$ cat src/rtl/digiav_ctrl_pkg.sv
// Shared definitions for the DigiAV control blocks: volume-button FSM
// encoding, default timing constants and timer sizing helper.
package digiav_ctrl_pkg;

   typedef enum logic [1:0] {
      IDLE   = 2'd0,
      HOLD   = 2'd1,
      REPEAT = 2'd2,
      BOTH   = 2'd3
   } btn_state_e;

   // 0.5 s hold and 0.1 s repeat at the 40 MHz system clock
   localparam int unsigned DEF_HOLD_CYCLES   = 32'd20000000;
   localparam int unsigned DEF_REPEAT_CYCLES = 32'd4000000;

   function automatic int unsigned tmr_width(input int unsigned hold_cycles,
                                             input int unsigned repeat_cycles);
      int unsigned span;
      span = (hold_cycles > repeat_cycles) ? hold_cycles : repeat_cycles;
      return (span < 32'd2) ? 32'd1 : $clog2(span);
   endfunction

endpackage

$ cat src/rtl/vol_req_hs.sv
// Request/ack holding register: offers a frozen volume word to the consumer
// and reloads it from the live level only when no request is pending.
module vol_req_hs #(
   parameter int unsigned VOL_W    = 5,
   parameter int unsigned VOL_INIT = 20
) (
   input  logic             i_clk,
   input  logic             i_rst,
   input  logic [VOL_W-1:0] i_vol,
   input  logic             i_ack,
   output logic [VOL_W-1:0] o_vol,
   output logic             o_req
);

   // Reset value differs from the initial level so a first request is forced
   localparam logic [VOL_W-1:0] VOL_RST = ~VOL_W'(VOL_INIT);

   logic [VOL_W-1:0] vol_r;
   logic             req_r;

   // Offer register: hold while pending, drop on ack, reload on any change
   always_ff @(posedge i_clk or posedge i_rst) begin
      if (i_rst) begin
         vol_r <= VOL_RST;
         req_r <= 1'b0;
      end else if (req_r) begin
         if (i_ack) begin
            req_r <= 1'b0;
         end
      end else if (i_vol != vol_r) begin
         vol_r <= i_vol;
         req_r <= 1'b1;
      end
   end

   assign o_vol = vol_r;
   assign o_req = req_r;

endmodule

$ cat src/rtl/vol_btn_ctrl.sv
// Volume button controller: single step on press, auto-repeat after a hold,
// saturating level, handed to the consumer through a request/ack register.
module vol_btn_ctrl
   import digiav_ctrl_pkg::*;
#(
   parameter int unsigned VOL_W         = 5,
   parameter int unsigned VOL_MAX       = 31,
   parameter int unsigned VOL_INIT      = 20,
   parameter int unsigned HOLD_CYCLES   = DEF_HOLD_CYCLES,
   parameter int unsigned REPEAT_CYCLES = DEF_REPEAT_CYCLES
) (
   input  logic             i_clk,
   input  logic             i_rst,
   input  logic             i_btn_minus,
   input  logic             i_btn_plus,
   output logic [VOL_W-1:0] o_vol,
   output logic             o_req,
   input  logic             i_ack,
   output logic             o_busy
);

   localparam int unsigned      TMR_W       = tmr_width(HOLD_CYCLES, REPEAT_CYCLES);
   localparam logic [TMR_W-1:0] HOLD_LAST   = TMR_W'(HOLD_CYCLES - 32'd1);
   localparam logic [TMR_W-1:0] REPEAT_LAST = TMR_W'(REPEAT_CYCLES - 32'd1);
   localparam logic [TMR_W-1:0] TMR_ZERO    = TMR_W'(32'd0);
   localparam logic [TMR_W-1:0] TMR_ONE     = TMR_W'(32'd1);
   localparam logic [VOL_W-1:0] VOL_TOP     = VOL_W'(VOL_MAX);
   localparam logic [VOL_W-1:0] VOL_RST     = VOL_W'(VOL_INIT);
   localparam logic [VOL_W-1:0] VOL_ZERO    = VOL_W'(32'd0);
   localparam logic [VOL_W-1:0] VOL_ONE     = VOL_W'(32'd1);

   btn_state_e       state_r, state_s;
   logic [TMR_W-1:0] timer_r, timer_s;
   logic [VOL_W-1:0] vol_q_r, vol_q_s;
   logic             dir_up_r, dir_up_s;
   logic             btn_minus_r, btn_plus_r;
   logic             minus_s, plus_s, both_s, active_s;
   logic             step_s, step_up_s;
   logic             req_s;

   // Button input register plus FSM, timer, direction and level state
   always_ff @(posedge i_clk or posedge i_rst) begin
      if (i_rst) begin
         btn_minus_r <= 1'b1;
         btn_plus_r  <= 1'b1;
         state_r     <= IDLE;
         timer_r     <= TMR_ZERO;
         vol_q_r     <= VOL_RST;
         dir_up_r    <= 1'b0;
      end else begin
         btn_minus_r <= i_btn_minus;
         btn_plus_r  <= i_btn_plus;
         state_r     <= state_s;
         timer_r     <= timer_s;
         vol_q_r     <= vol_q_s;
         dir_up_r    <= dir_up_s;
      end
   end

   // Next-state, timer and step decision
   always_comb begin
      minus_s   = ~btn_minus_r;
      plus_s    = ~btn_plus_r;
      both_s    = minus_s & plus_s;
      active_s  = dir_up_r ? plus_s : minus_s;
      state_s   = state_r;
      timer_s   = timer_r;
      dir_up_s  = dir_up_r;
      step_s    = 1'b0;
      step_up_s = dir_up_r;
      case (state_r)
         IDLE: begin
            timer_s = TMR_ZERO;
            if (both_s) begin
               state_s = BOTH;
            end else if (plus_s | minus_s) begin
               state_s   = HOLD;
               dir_up_s  = plus_s;
               step_s    = 1'b1;
               step_up_s = plus_s;
            end else begin
               state_s = IDLE;
            end
         end
         HOLD, REPEAT: begin
            if (both_s) begin
               state_s = BOTH;
               timer_s = TMR_ZERO;
            end else if (!active_s) begin
               state_s = IDLE;
               timer_s = TMR_ZERO;
            end else if (timer_r == ((state_r == HOLD) ? HOLD_LAST : REPEAT_LAST)) begin
               state_s = REPEAT;
               timer_s = TMR_ZERO;
               step_s  = 1'b1;
            end else begin
               timer_s = timer_r + TMR_ONE;
            end
         end
         BOTH: begin
            timer_s = TMR_ZERO;
            if (!plus_s && !minus_s) begin
               state_s = IDLE;
            end else begin
               state_s = BOTH;
            end
         end
         default: begin
            state_s = IDLE;
            timer_s = TMR_ZERO;
         end
      endcase
   end

   // Saturating level update
   always_comb begin
      vol_q_s = vol_q_r;
      if (step_s && step_up_s && (vol_q_r != VOL_TOP)) begin
         vol_q_s = vol_q_r + VOL_ONE;
      end else if (step_s && !step_up_s && (vol_q_r != VOL_ZERO)) begin
         vol_q_s = vol_q_r - VOL_ONE;
      end else begin
         vol_q_s = vol_q_r;
      end
   end

   vol_req_hs #(
      .VOL_W    (VOL_W),
      .VOL_INIT (VOL_INIT)
   ) u_req_hs (
      .i_clk (i_clk),
      .i_rst (i_rst),
      .i_vol (vol_q_r),
      .i_ack (i_ack),
      .o_vol (o_vol),
      .o_req (req_s)
   );

   assign o_req  = req_s;
   assign o_busy = (state_r != IDLE) | req_s;

endmodule
$ cat config.mk
export PLATFORM = sky130hd
export DESIGN_NAME = vol_btn_ctrl
export DESIGN_NICKNAME = d
export VERILOG_FILES = /design/src/rtl/digiav_ctrl_pkg.sv /design/src/rtl/vol_req_hs.sv /design/src/rtl/vol_btn_ctrl.sv
export SDC_FILE = /design/constraint.sdc
export NUM_CORES = 1
export LEC_CHECK = 0
export ABC_AREA = 1
export ABC_CLOCK_PERIOD_IN_PS = 3400
export BUFFER_PORTS_ARGS = -buffer_cell sky130_fd_sc_hd__clkbuf_2
export CORE_UTILIZATION = 45
export CTS_CLUSTER_SIZE = 16
export DETAILED_ROUTE_END_ITERATION = 8
export GPL_TIMING_DRIVEN = 0
export PLACE_DENSITY = 0.67
export SLEW_MARGIN = 20
export SYNTH_ARGS = -nofsm -noshare
export SYNTH_HDL_FRONTEND = slang
export SYNTH_HIERARCHICAL = 1
export SYNTH_SLANG_ARGS = --single-unit
$ cat constraint.sdc
create_clock -name i_clk -period 3.4 [get_ports i_clk]
set_input_delay 0 -clock i_clk [delete_from_list [all_inputs] [get_ports i_clk]]
set_output_delay 0 -clock i_clk [all_outputs]
set_load 0.005 [all_outputs]
==> flow_summary.json, run 1 <==
{
  "ff2ff_path_depth": 17,
  "r2r_setup_slack_ns": 0.72,
  "diodes": 0,
  "required_ns": 3.63,
  "post_cts.repair.setup_buffers": 0,
  "start_util": 0.4677,
  "clk-insertion-delay-late_ns": 0.29,
  "cap_viol_max_count": 0,
  "drt_pass1_iterations": 4,
  "dp_cells": 407,
  "finalMaxSlewViolations": 0,
  "min_path_type": "input pin to async pin",
  "antenna_found_initial": 0,
  "criticalPathCategory": "register to register",
  "p_int_mw": 1.157,
  "synth.top_cell.area_share": 0.3283,
  "ctsHoldBuffers": 4,
  "die_area_sq_um": 6066,
  "htree_levels": 2,
  "avgSynthCellArea_sq_um": 8.022,
  "grt_pass1_wl_um": 9190,
  "cts_buffers": 5,
  "stdcell_area_sq_um": 2917,
  "p_clk_frac": 0.212,
  "clk_path_buf_depth": 2,
  "slew_headroom": 0.7834,
  "fillCellCount": 530,
  "status": "finished, final reports clean",
  "route.detailed.drc": 0,
  "track_usage": 0.1935,
  "max_freq_mhz": 373.4,
  "yosys-top-cells-count": "72 x nand2_1, 41 x inv_1, 38 x nor2_1, 34 x dfrtp_1, 22 x nand3_1",
  "rsz0062_at_grt": "no",
  "hold_viol": 0,
  "crit_arrival_ns": 2.91,
  "timing.rr.end": "vol_q_r[4]",
  "yosysSeqAreaShare": 0.3993,
  "grt_overflow_total": 0,
  "holdWs_ns": 0.1557,
  "drtIter0Drc": 150,
  "num_rows": 27,
  "ant_nets": 0,
  "critPathMaxFanout": 5,
  "clockRootBuffer": "clkbuf_8",
  "comb_power_share": 0.426,
  "clk_transition_reported_paths_ns": 0.08,
  "wl_per_cell_um": 11.91,
  "fp.dieH_um": 77.89,
  "yosys_warnings": 6,
  "cp-start-kind": "register",
  "synthFlopType": "dfrtp_1",
  "power_density_nw_per_um2": 668.3,
  "fin_cells": 419,
  "die_w_um": 77.89,
  "syn_area_sq_um": 2591,
  "io_buffers": 11,
  "core_sq_um": 5540,
  "p_sw_frac": 0.4064,
  "synth_fp_nets": 340,
  "numClockSinks": 41,
  "syn_inst": 323,
  "end_kind": "register",
  "ios": 12,
  "num_vias": 2058,
  "grt_pass1_vias": 2095,
  "seqCellArea_sq_um": 1035,
  "synthArstFlopShare": 1.000,
  "p_seq_frac": 0.362,
  "cts_resized": 0,
  "ys_types": 36,
  "synthTopCellsByArea": "dfrtp_1 33%, nand2_1 10%, dfstp_2 7.1%, inv_1 5.9%, nor2_1 5.5%",
  "crit_end": "vol_q_r[4]",
  "setup_viol": 0,
  "worstSetupStartpoint": "btn_minus_r",
  "worstReg2RegStart": "btn_minus_r",
  "grt_max_degree": 29,
  "ys_seq_elements": 41,
  "drive_gt1_frac": 0.1931,
  "power.static_leakage_nw": 1.344,
  "multi_input_area_sq_um": 1356,
  "synth.largest_area_cell": "dfrtp_1",
  "placed_cell_area_sq_um": 2756,
  "fin_crit_sh": 0.7876,
  "nets": 363,
  "setup_tns_ns": 0,
  "period_minus_slack_ns": 2.678,
  "tightest_slew_ns": 0.3220,
  "area_delta_synth_final_pct": 12.55,
  "gp_congestion": 0.8552,
  "via_per_inst": 4.912,
  "synth_enable_flop_cells": 0,
  "wirelength_um": 4990,
  "dpl.hpwl_um": 3825,
  "cts_tree": "built",
  "vdd_drop_max_mv": 0.3860,
  "finalClockSkew_ns": 0.005912,
  "synth.most_common_cell": "nand2_1",
  "switchingPower_mw": 0.7922
}
==> critical path, stage by stage (launching register included) <==
cell and delay, ns:
dfstp_2 0.56, inv_1 0.05, ha_1 0.25, inv_2 0.07
nand3_1 0.08, o21ai_1 0.12, inv_1 0.08, nand2_1 0.12
inv_1 0.06, nand3_2 0.11, inv_1 0.07, fa_1 0.39
o21ai_0 0.26, nor2_1 0.12, nor2_4 0.12, nand2_1 0.06
nand2_1 0.05, nand2_1 0.04
==> power groups by stage <==
| stage | combinational (mW) | sequential [mW] | clock [mW] |
|---|---|---|---|
| floorplan | 0.663 | 0.687 | 0 |
| global placement | 0.809 | 0.714 | 0 |
| detailed placement | 0.835 | 0.716 | 0 |
| CTS | 0.842 | 0.707 | 0.424 |
| global route | 0.977 | 0.725 | 0.444 |
| finish | 0.830 | 0.706 | 0.413 |
==> cell type report <==
class                           count  share of cell area
Multi-Input combinational cell    232              0.4650
Sequential cell                    41              0.3548
Inverter                           47             0.06049
Timing Repair Buffer               16             0.03947
Tap cell                           72             0.03089
Clock buffer                        6             0.02831
Clock inverter                      2             0.01287
Buffer                              3            0.008151
==> placed cells by master, fill, tap and decap left out, drive strengths merged <==
cell type / n
clkinv: 1
dlygate4sd3: 4
nor3b: 3
nor3: 10
dfstp: 7
nand4: 5
nand3: 27
bufinv: 1
and3: 2
buf: 3
a21oi: 6
xnor2: 1
a31oi: 1
ha: 11
nor4: 4
inv: 46
clkinvlp: 1
nor2: 50
xor2: 16
o21ai: 12
dfrtp: 34
fa: 1
nand2: 80
a22oi: 2
a21boi: 1
clkbuf: 18
==> flip-flops by register name, indices dropped and copies added (netlist names) <==
register and cells:
btn_minus_r 1, btn_plus_r 1, dir_up_r 1, state_r 2, timer_r 25, u_req_hs/o_req 1
u_req_hs/o_vol 5, vol_q_r 5
==> logic make-up after synthesis <==
group	count (synthesis)	share of synthesized area
simple gates	181	0.3578
buf+inv	50	0.07726
flops	41	0.3993
compound gates	22	0.04732
xor+xnor	17	0.05746
fa+ha+maj	12	0.06084
==> per-stage QoR <==
step                total power [mW]  utilization  worst slack, ns
CTS                            1.973       0.5264           0.6997
global route                   2.147       0.5264           0.4300
floorplan                      1.351            -           0.9601
finish                         1.949       0.5264           0.7222
global placement               1.523       0.4939           0.7484
detailed placement             1.551       0.4975           0.7096
==> worst min-delay path by stage <==
stage / to / slack (ns)
floorplan: u_req_hs/o_req / -0.21
global placement: u_req_hs/o_vol[2] / -0.09
detailed placement: vol_q_r[1] / -0.08
CTS: vol_q_r[1] / 0.16
global route: vol_q_r[1] / 0.16
finish: vol_q_r[1] / 0.16
==> per-layer routing <==
metal,vias up,global-route usage,share of wire
li1,1070,-,-
met1,957,0.2545,0.49
met2,25,0.3168,0.47
met3,6,0.04353,0.031
met4,0,0.05660,0.010
met5,-,0,0
Note: power is estimated with default switching activity, not from simulation.
==> run 2: changes to the inputs <==
--- a/config.mk
+++ b/config.mk
@@ -5,14 +5,14 @@
 export SDC_FILE = /design/constraint.sdc
 export NUM_CORES = 1
 export LEC_CHECK = 0
-export ABC_AREA = 1
-export ABC_CLOCK_PERIOD_IN_PS = 3400
+export ABC_AREA = 0
+export ABC_CLOCK_PERIOD_IN_PS = 2800
 export BUFFER_PORTS_ARGS = -buffer_cell sky130_fd_sc_hd__clkbuf_2
 export CORE_UTILIZATION = 45
 export CTS_CLUSTER_SIZE = 16
 export DETAILED_ROUTE_END_ITERATION = 8
 export GPL_TIMING_DRIVEN = 0
-export PLACE_DENSITY = 0.67
+export PLACE_DENSITY = 0.68
 export SLEW_MARGIN = 20
 export SYNTH_ARGS = -nofsm -noshare
 export SYNTH_HDL_FRONTEND = slang
==> constraint.sdc (replaced) <==
create_clock -name i_clk -period 2.8 [get_ports i_clk]
set_input_delay 0 -clock i_clk [delete_from_list [all_inputs] [get_ports i_clk]]
set_output_delay 0 -clock i_clk [all_outputs]
set_load 0.005 [all_outputs]
==> run 2 against run 1 <==
Register-to-register slack got worse by 0.63 ns; sequential share of layout area rose by 0.92 points; combinational power rose by 33%; worst setup slack got worse by 0.63 ns; critical endpoint unchanged.
==> flow_summary.json, run 2 <==
{
  "nets": 273,
  "criticalPathCategory": "register to register",
  "synth_fp_nets": 243,
  "synthTopCellsByArea": "dfrtp_1 35%, dfstp_2 7.6%, xor2_1 7.6%, ha_1 5.7%, mux2_4 5.6%",
  "slowest_stage": "or4_4",
  "mostFrequentLayoutCells": "34 x dfrtp_1, 32 x nor2_1, 21 x xor2_1",
  "grt_max_degree": 36,
  "diodes": 0,
  "drive_gt1_frac": 0.3035,
  "hold_viol": 0,
  "clk_path_buf_depth": 2,
  "io_buffers": 11,
  "grt_pass1_wl_um": 7189,
  "largest_reg_flops": 25,
  "htree_levels": 2,
  "clk-insertion-delay-late_ns": 0.30,
  "mostFrequentLayoutCell": "dfrtp_1",
  "synth_enable_flop_cells": 0,
  "fin_crit_sh": 0.9669,
  "required_ns": 3.02,
  "synth.largest_area_cell": "dfrtp_1",
  "synth.most_common_cell": "dfrtp_1",
  "synthFlopType": "dfrtp_1",
  "clk_transition_reported_paths_ns": 0.08,
  "power_density_nw_per_um2": 831.0,
  "yosysSeqAreaShare": 0.4289,
  "dpl.hpwl_um": 2979,
  "cts_buffers": 5,
  "finalClockSkew_ns": 0.007824,
  "ios": 12,
  "slew_headroom": 0.5244,
  "yosys_warnings": 6,
  "num_rows": 26,
  "gp_congestion": 0.7525,
  "grt_overflow_total": 0,
  "core_sq_um": 5140,
  "vdd_drop_max_mv": 0.6359,
  "avgSynthCellArea_sq_um": 10.67,
  "syn_inst": 226,
  "start_util": 0.4693,
  "power.static_leakage_nw": 1.227,
  "clockRootBuffer": "clkbuf_8",
  "setup_viol": 0,
  "min_path_type": "input pin to async pin",
  "ant_nets": 0,
  "synth.top_cell.area_share": 0.3527,
  "track_usage": 0.1706,
  "ys_types": 45,
  "tightest_slew_ns": 0.7124,
  "critPathTopFamily": "simple AND/OR/NAND/NOR gates",
  "die_w_um": 75.22,
  "max_freq_mhz": 369.4,
  "period_minus_slack_ns": 2.707,
  "crit_arrival_ns": 2.93,
  "finalMaxSlewViolations": 0,
  "crit_buf_inv": 0,
  "cp-start-kind": "register",
  "numClockSinks": 41,
  "cts_tree": "built",
  "cap_viol_max_count": 0,
  "antenna_found_initial": 0,
  "drt_pass1_iterations": 4,
  "die_area_sq_um": 5657,
  "fp.dieH_um": 75.22,
  "drtIter0Drc": 57,
  "via_per_inst": 5.135,
  "cp_slowest_stage_delay_ns": 0.56,
  "wl_per_cell_um": 13.38,
  "area_delta_synth_final_pct": 17.84,
  "route.detailed.drc": 0,
  "end_kind": "register",
  "yosys-top-cells-count": "34 x dfrtp_1, 33 x nor2_1, 21 x xor2_1, 13 x inv_1",
  "setup_tns_ns": 0,
  "critPathMaxFanout": 3,
  "status": "finished, final reports clean",
  "ys_seq_elements": 41,
  "holdWs_ns": 0.1538,
  "syn_area_sq_um": 2412,
  "wirelength_um": 4375,
  "synthArstFlopShare": 1.000,
  "top_register": "timer_r",
  "num_vias": 1679,
  "grt_pass1_vias": 1574,
  "crit_chain": "or4_4 -> nor3_2 -> and4bb_4 -> or2_4 -> and2_4 -> fa_2 -> nor2b_4 -> o21ai_2 -> nand3_1 -> o311a_1 -> o2111ai_2"
}
run 2: power breakdown:
part | leakage, nW | internal (mW) | total (mW) | switching (mW)
registers | 0.527 | 0.732 | 0.875 | 0.143
logic | 0.655 | 0.601 | 1.10 | 0.496
clock network | 0.0445 | 0.177 | 0.390 | 0.214
run 2: logic make-up (layout without fill, tap and decap cells):
logic type	count (synthesis)	after routing	synth area share
muxes	13	13	0.07261
and+or+nand+nor	90	90	0.2127
xor gates and xnor gates	31	31	0.1126
buffers and inverters	17	48	0.03579
adders and majority gates	12	12	0.06535
DFF	41	41	0.4289
AOI/OAI and AO/OA	22	22	0.07208
run 2: final timing paths:
kind	startpoint	slack, ns	cells past startpoint	to
setup / recovery	timer_r[8]	0.09	11	vol_q_r[4]
hold / removal	i_rst	0.15	3	u_req_hs/o_vol[2]
setup reg to reg	timer_r[8]	0.09	11	vol_q_r[4]
hold reg to reg	timer_r[0]	0.49	1	timer_r[0]
max in group asynchronous	i_rst	1.97	3	timer_r[15]
min in group i_clk	i_btn_minus	0.33	2	btn_minus_r
run 2: area by class of cell:
class,instances,area (sq um)
plain buffers,4,37.54
clock buffers,5,68.82
clock inverters,3,21.27
fillers,478,2297
inverters,13,48.80
multi-input cells,168,1389
flip-flops and latches,41,1035
well taps,70,87.58
repair buffers,23,155.1
run 2: routing by layer:
| metal | wire length, um | track usage |
|---|---|---|
| met1 | 2122 | 0.2338 |
| met4 | 41 | 0.05350 |
| met5 | 0 | 0 |
| met2 | 2102 | 0.2603 |
| met3 | 109 | 0.05221 |
run 2: tightest hold or removal path: cells and delay by family:
kind                   cells  cell delay (ns)
buffers and inverters      3             0.83
run 2: through the flow:
step                instance area [sq um]  total power, mW  utilization  worst slack, ns  cells
floorplan                            2421            1.604            -          0.04335    226
CTS                                  2756            2.288       0.5363          0.01570    323
global placement                     2564            1.796       0.4988          -0.2326    307
detailed placement                   2564            1.809       0.4988          -0.2136    307
finish                               2843            2.362       0.5531          0.09265    327
global route                         2843            2.531       0.5531        -0.001180    327
run 2: what timing repair did:
action	CTS	global route
hold endpoints to repair	40	0
gates resized for setup	7	14
setup endpoints to repair	2	2
hold buffers	4	0
gates cloned	0	0
pin swaps	1	7
setup buffers	4	4
==> run 3: changes to the inputs <==
--- a/config.mk
+++ b/config.mk
@@ -8,11 +8,12 @@
 export ABC_AREA = 0
 export ABC_CLOCK_PERIOD_IN_PS = 2800
 export BUFFER_PORTS_ARGS = -buffer_cell sky130_fd_sc_hd__clkbuf_2
+export CELL_PAD_IN_SITES_DETAIL_PLACEMENT = 1
+export CELL_PAD_IN_SITES_GLOBAL_PLACEMENT = 1
 export CORE_UTILIZATION = 45
 export CTS_CLUSTER_SIZE = 16
 export DETAILED_ROUTE_END_ITERATION = 8
-export GPL_TIMING_DRIVEN = 0
-export PLACE_DENSITY = 0.68
+export PLACE_DENSITY = 0.8
 export SLEW_MARGIN = 20
 export SYNTH_ARGS = -nofsm -noshare
 export SYNTH_HDL_FRONTEND = slang
==> run 3 against run 2 <==
Non-clock buffer count grew 10; total power grew 8.4%; cell count grew 3.1%; first-iteration DRC count grew 1.8%; fmax grew 0.19%; clock power grew 4%; global-route usage grew 4.8 points; critical path depth grew 1.
==> flow_summary.json, run 3 (synthesis results as in run 2) <==
{
  "status": "finished, final reports clean",
  "max_freq_mhz": 370.1,
  "grt_pass1_vias": 1915,
  "clk-insertion-delay-late_ns": 0.30,
  "setup_viol": 0,
  "diodes": 0,
  "grt_pass1_wl_um": 8997,
  "mostFrequentLayoutCell": "dfrtp_1",
  "via_per_inst": 5.460,
  "numClockSinks": 41,
  "critPathMaxFanout": 3,
  "drive_gt1_frac": 0.3296,
  "finalClockSkew_ns": 0.005001,
  "vdd_drop_max_mv": 0.6331,
  "gp_congestion": 0.8708,
  "grt_overflow_total": 0,
  "cts_buffers": 5,
  "comb_power_share": 0.491,
  "nets": 283,
  "grt_max_degree": 27,
  "p_clk_frac": 0.159,
  "dp_cells": 320,
  "area_delta_synth_final_pct": 21.16,
  "p_sw_frac": 0.3753,
  "slew_headroom": 0.5752,
  "num_rows": 26,
  "fin_cells": 337,
  "mostFrequentLayoutCells": "34 x dfrtp_1, 32 x nor2_1, 22 x buf_4",
  "cap_viol_max_count": 0,
  "worst_slack_ns": 0.09771,
  "criticalPathCategory": "register to register",
  "wirelength_um": 5887,
  "tightest_slew_ns": 0.6319,
  "period_minus_slack_ns": 2.702,
  "required_ns": 2.98,
  "slowest_stage": "dfrtp_1",
  "clk_transition_reported_paths_ns": 0.08,
  "clockRootBuffer": "clkbuf_8",
  "drt_pass1_iterations": 4,
  "p_int_mw": 1.599,
  "crit_chain": "buf_4 -> buf_4 -> ha_2 -> nand4b_1 -> and4bb_4 -> or2_4 -> nand2_2 -> ha_1 -> a21o_1 -> a21oi_1 -> xnor2_1 -> mux2_4",
  "die_w_um": 75.22,
  "fillCellCount": 576,
  "power.static_leakage_nw": 1.271,
  "switchingPower_mw": 0.9609,
  "placed_cell_area_sq_um": 2654,
  "io_buffers": 11,
  "cts_tree": "built",
  "cp_slowest_stage_delay_ns": 0.42,
  "clk_path_buf_depth": 2,
  "finalMaxSlewViolations": 0,
  "track_usage": 0.2187,
  "start_util": 0.4693,
  "power.total_mw": 2.560,
  "critPathMostFrequentCell": "buf_4",
  "htree_levels": 2,
  "stdcell_area_sq_um": 2923,
  "r2r_setup_slack_ns": 0.1,
  "setup_tns_ns": 0,
  "end_kind": "register",
  "drtIter0Drc": 58,
  "dpl.hpwl_um": 3928,
  "power_density_nw_per_um2": 875.9,
  "route.detailed.drc": 0,
  "p_seq_frac": 0.351,
  "ant_nets": 0,
  "place_ws_ns": -0.07791,
  "num_vias": 1840,
  "fp.dieH_um": 75.22,
  "largest_reg_flops": 25,
  "crit_arrival_ns": 2.89,
  "die_area_sq_um": 5657,
  "hold_viol": 0,
  "top_register": "timer_r",
  "min_path_type": "input pin to async pin",
  "core_sq_um": 5140,
  "wl_per_cell_um": 17.47,
  "fin_crit_sh": 0.9651,
  "ios": 12,
  "cp-start-kind": "register",
  "antenna_found_initial": 0
}
==> run 3: cell type report <==
class | count | area, sq um | area share
multi-input combinational | 168 | 1401 | 0.4795
sequential | 41 | 1035 | 0.3540
timing repair buffer | 37 | 260.3 | 0.08904
clock buffer | 8 | 90.09 | 0.03082
tap | 70 | 87.58 | 0.02997
inverter | 13 | 48.80 | 0.01670
==> run 3: critical path, delay by kind of cell, from the launching register on <==
family | cells | cell delay, ns
xor gates and xnor gates | 1 | 0.09
AOI/OAI and AO/OA | 2 | 0.38
muxes | 1 | 0.26
DFF | 1 | 0.42
and+or+nand+nor | 4 | 0.69
buffers and inverters | 2 | 0.26
adders and majority gates | 2 | 0.48
==> run 3: path summary, 6_finish.rpt <==
check | endpoint | start | depth (start not counted)
min in group i_clk | btn_plus_r | i_btn_plus | 2
max in group asynchronous | timer_r[12] | i_rst | 4
min | u_req_hs/o_vol[4] | i_rst | 3
min reg2reg | timer_r[0] | timer_r[0] | 1
max reg2reg | vol_q_r[3] | state_r[0] | 12
max | vol_q_r[3] | state_r[0] | 12
==> run 3: metrics by stage <==
stage	util	hold WS, ns
after floorplan	-	-0.2112
after global placement	0.5163	-0.08708
after global routing	0.5686	0.2115
final	0.5686	0.1525
after CTS	0.5492	0.1528
after detailed placement	0.5163	-0.07455
==> run 3: power by group through the flow <==
stage	registers (mW)	logic, mW	clock network (mW)
after floorplan	0.848	0.756	0
after global placement	0.880	0.958	0
after detailed placement	0.892	0.984	0
after CTS	0.887	1.08	0.414
after global routing	0.916	1.36	0.432
final	0.898	1.26	0.406
==> run 3: what timing repair did <==
| item | in CTS | in global routing |
|---|---|---|
| setup endpoints to repair | 1 | 2 |
| endpoints found under the hold margin | 30 | 0 |
| pin swaps | 1 | 10 |
| gates resized for setup | 7 | 16 |
| hold buffers | 4 | 0 |
| setup buffers | 1 | 4 |
| cloned | 0 | 0 |
==> run 3: metal layers <==
layer / vias up / share of wire / global-route usage
met3: 11 / 0.017 / 0.04418
met2: 27 / 0.52 / 0.3804
met1: 934 / 0.45 / 0.2734
met4: 0 / 0.015 / 0.06996
li1: 868 / - / -
met5: - / 0 / 0
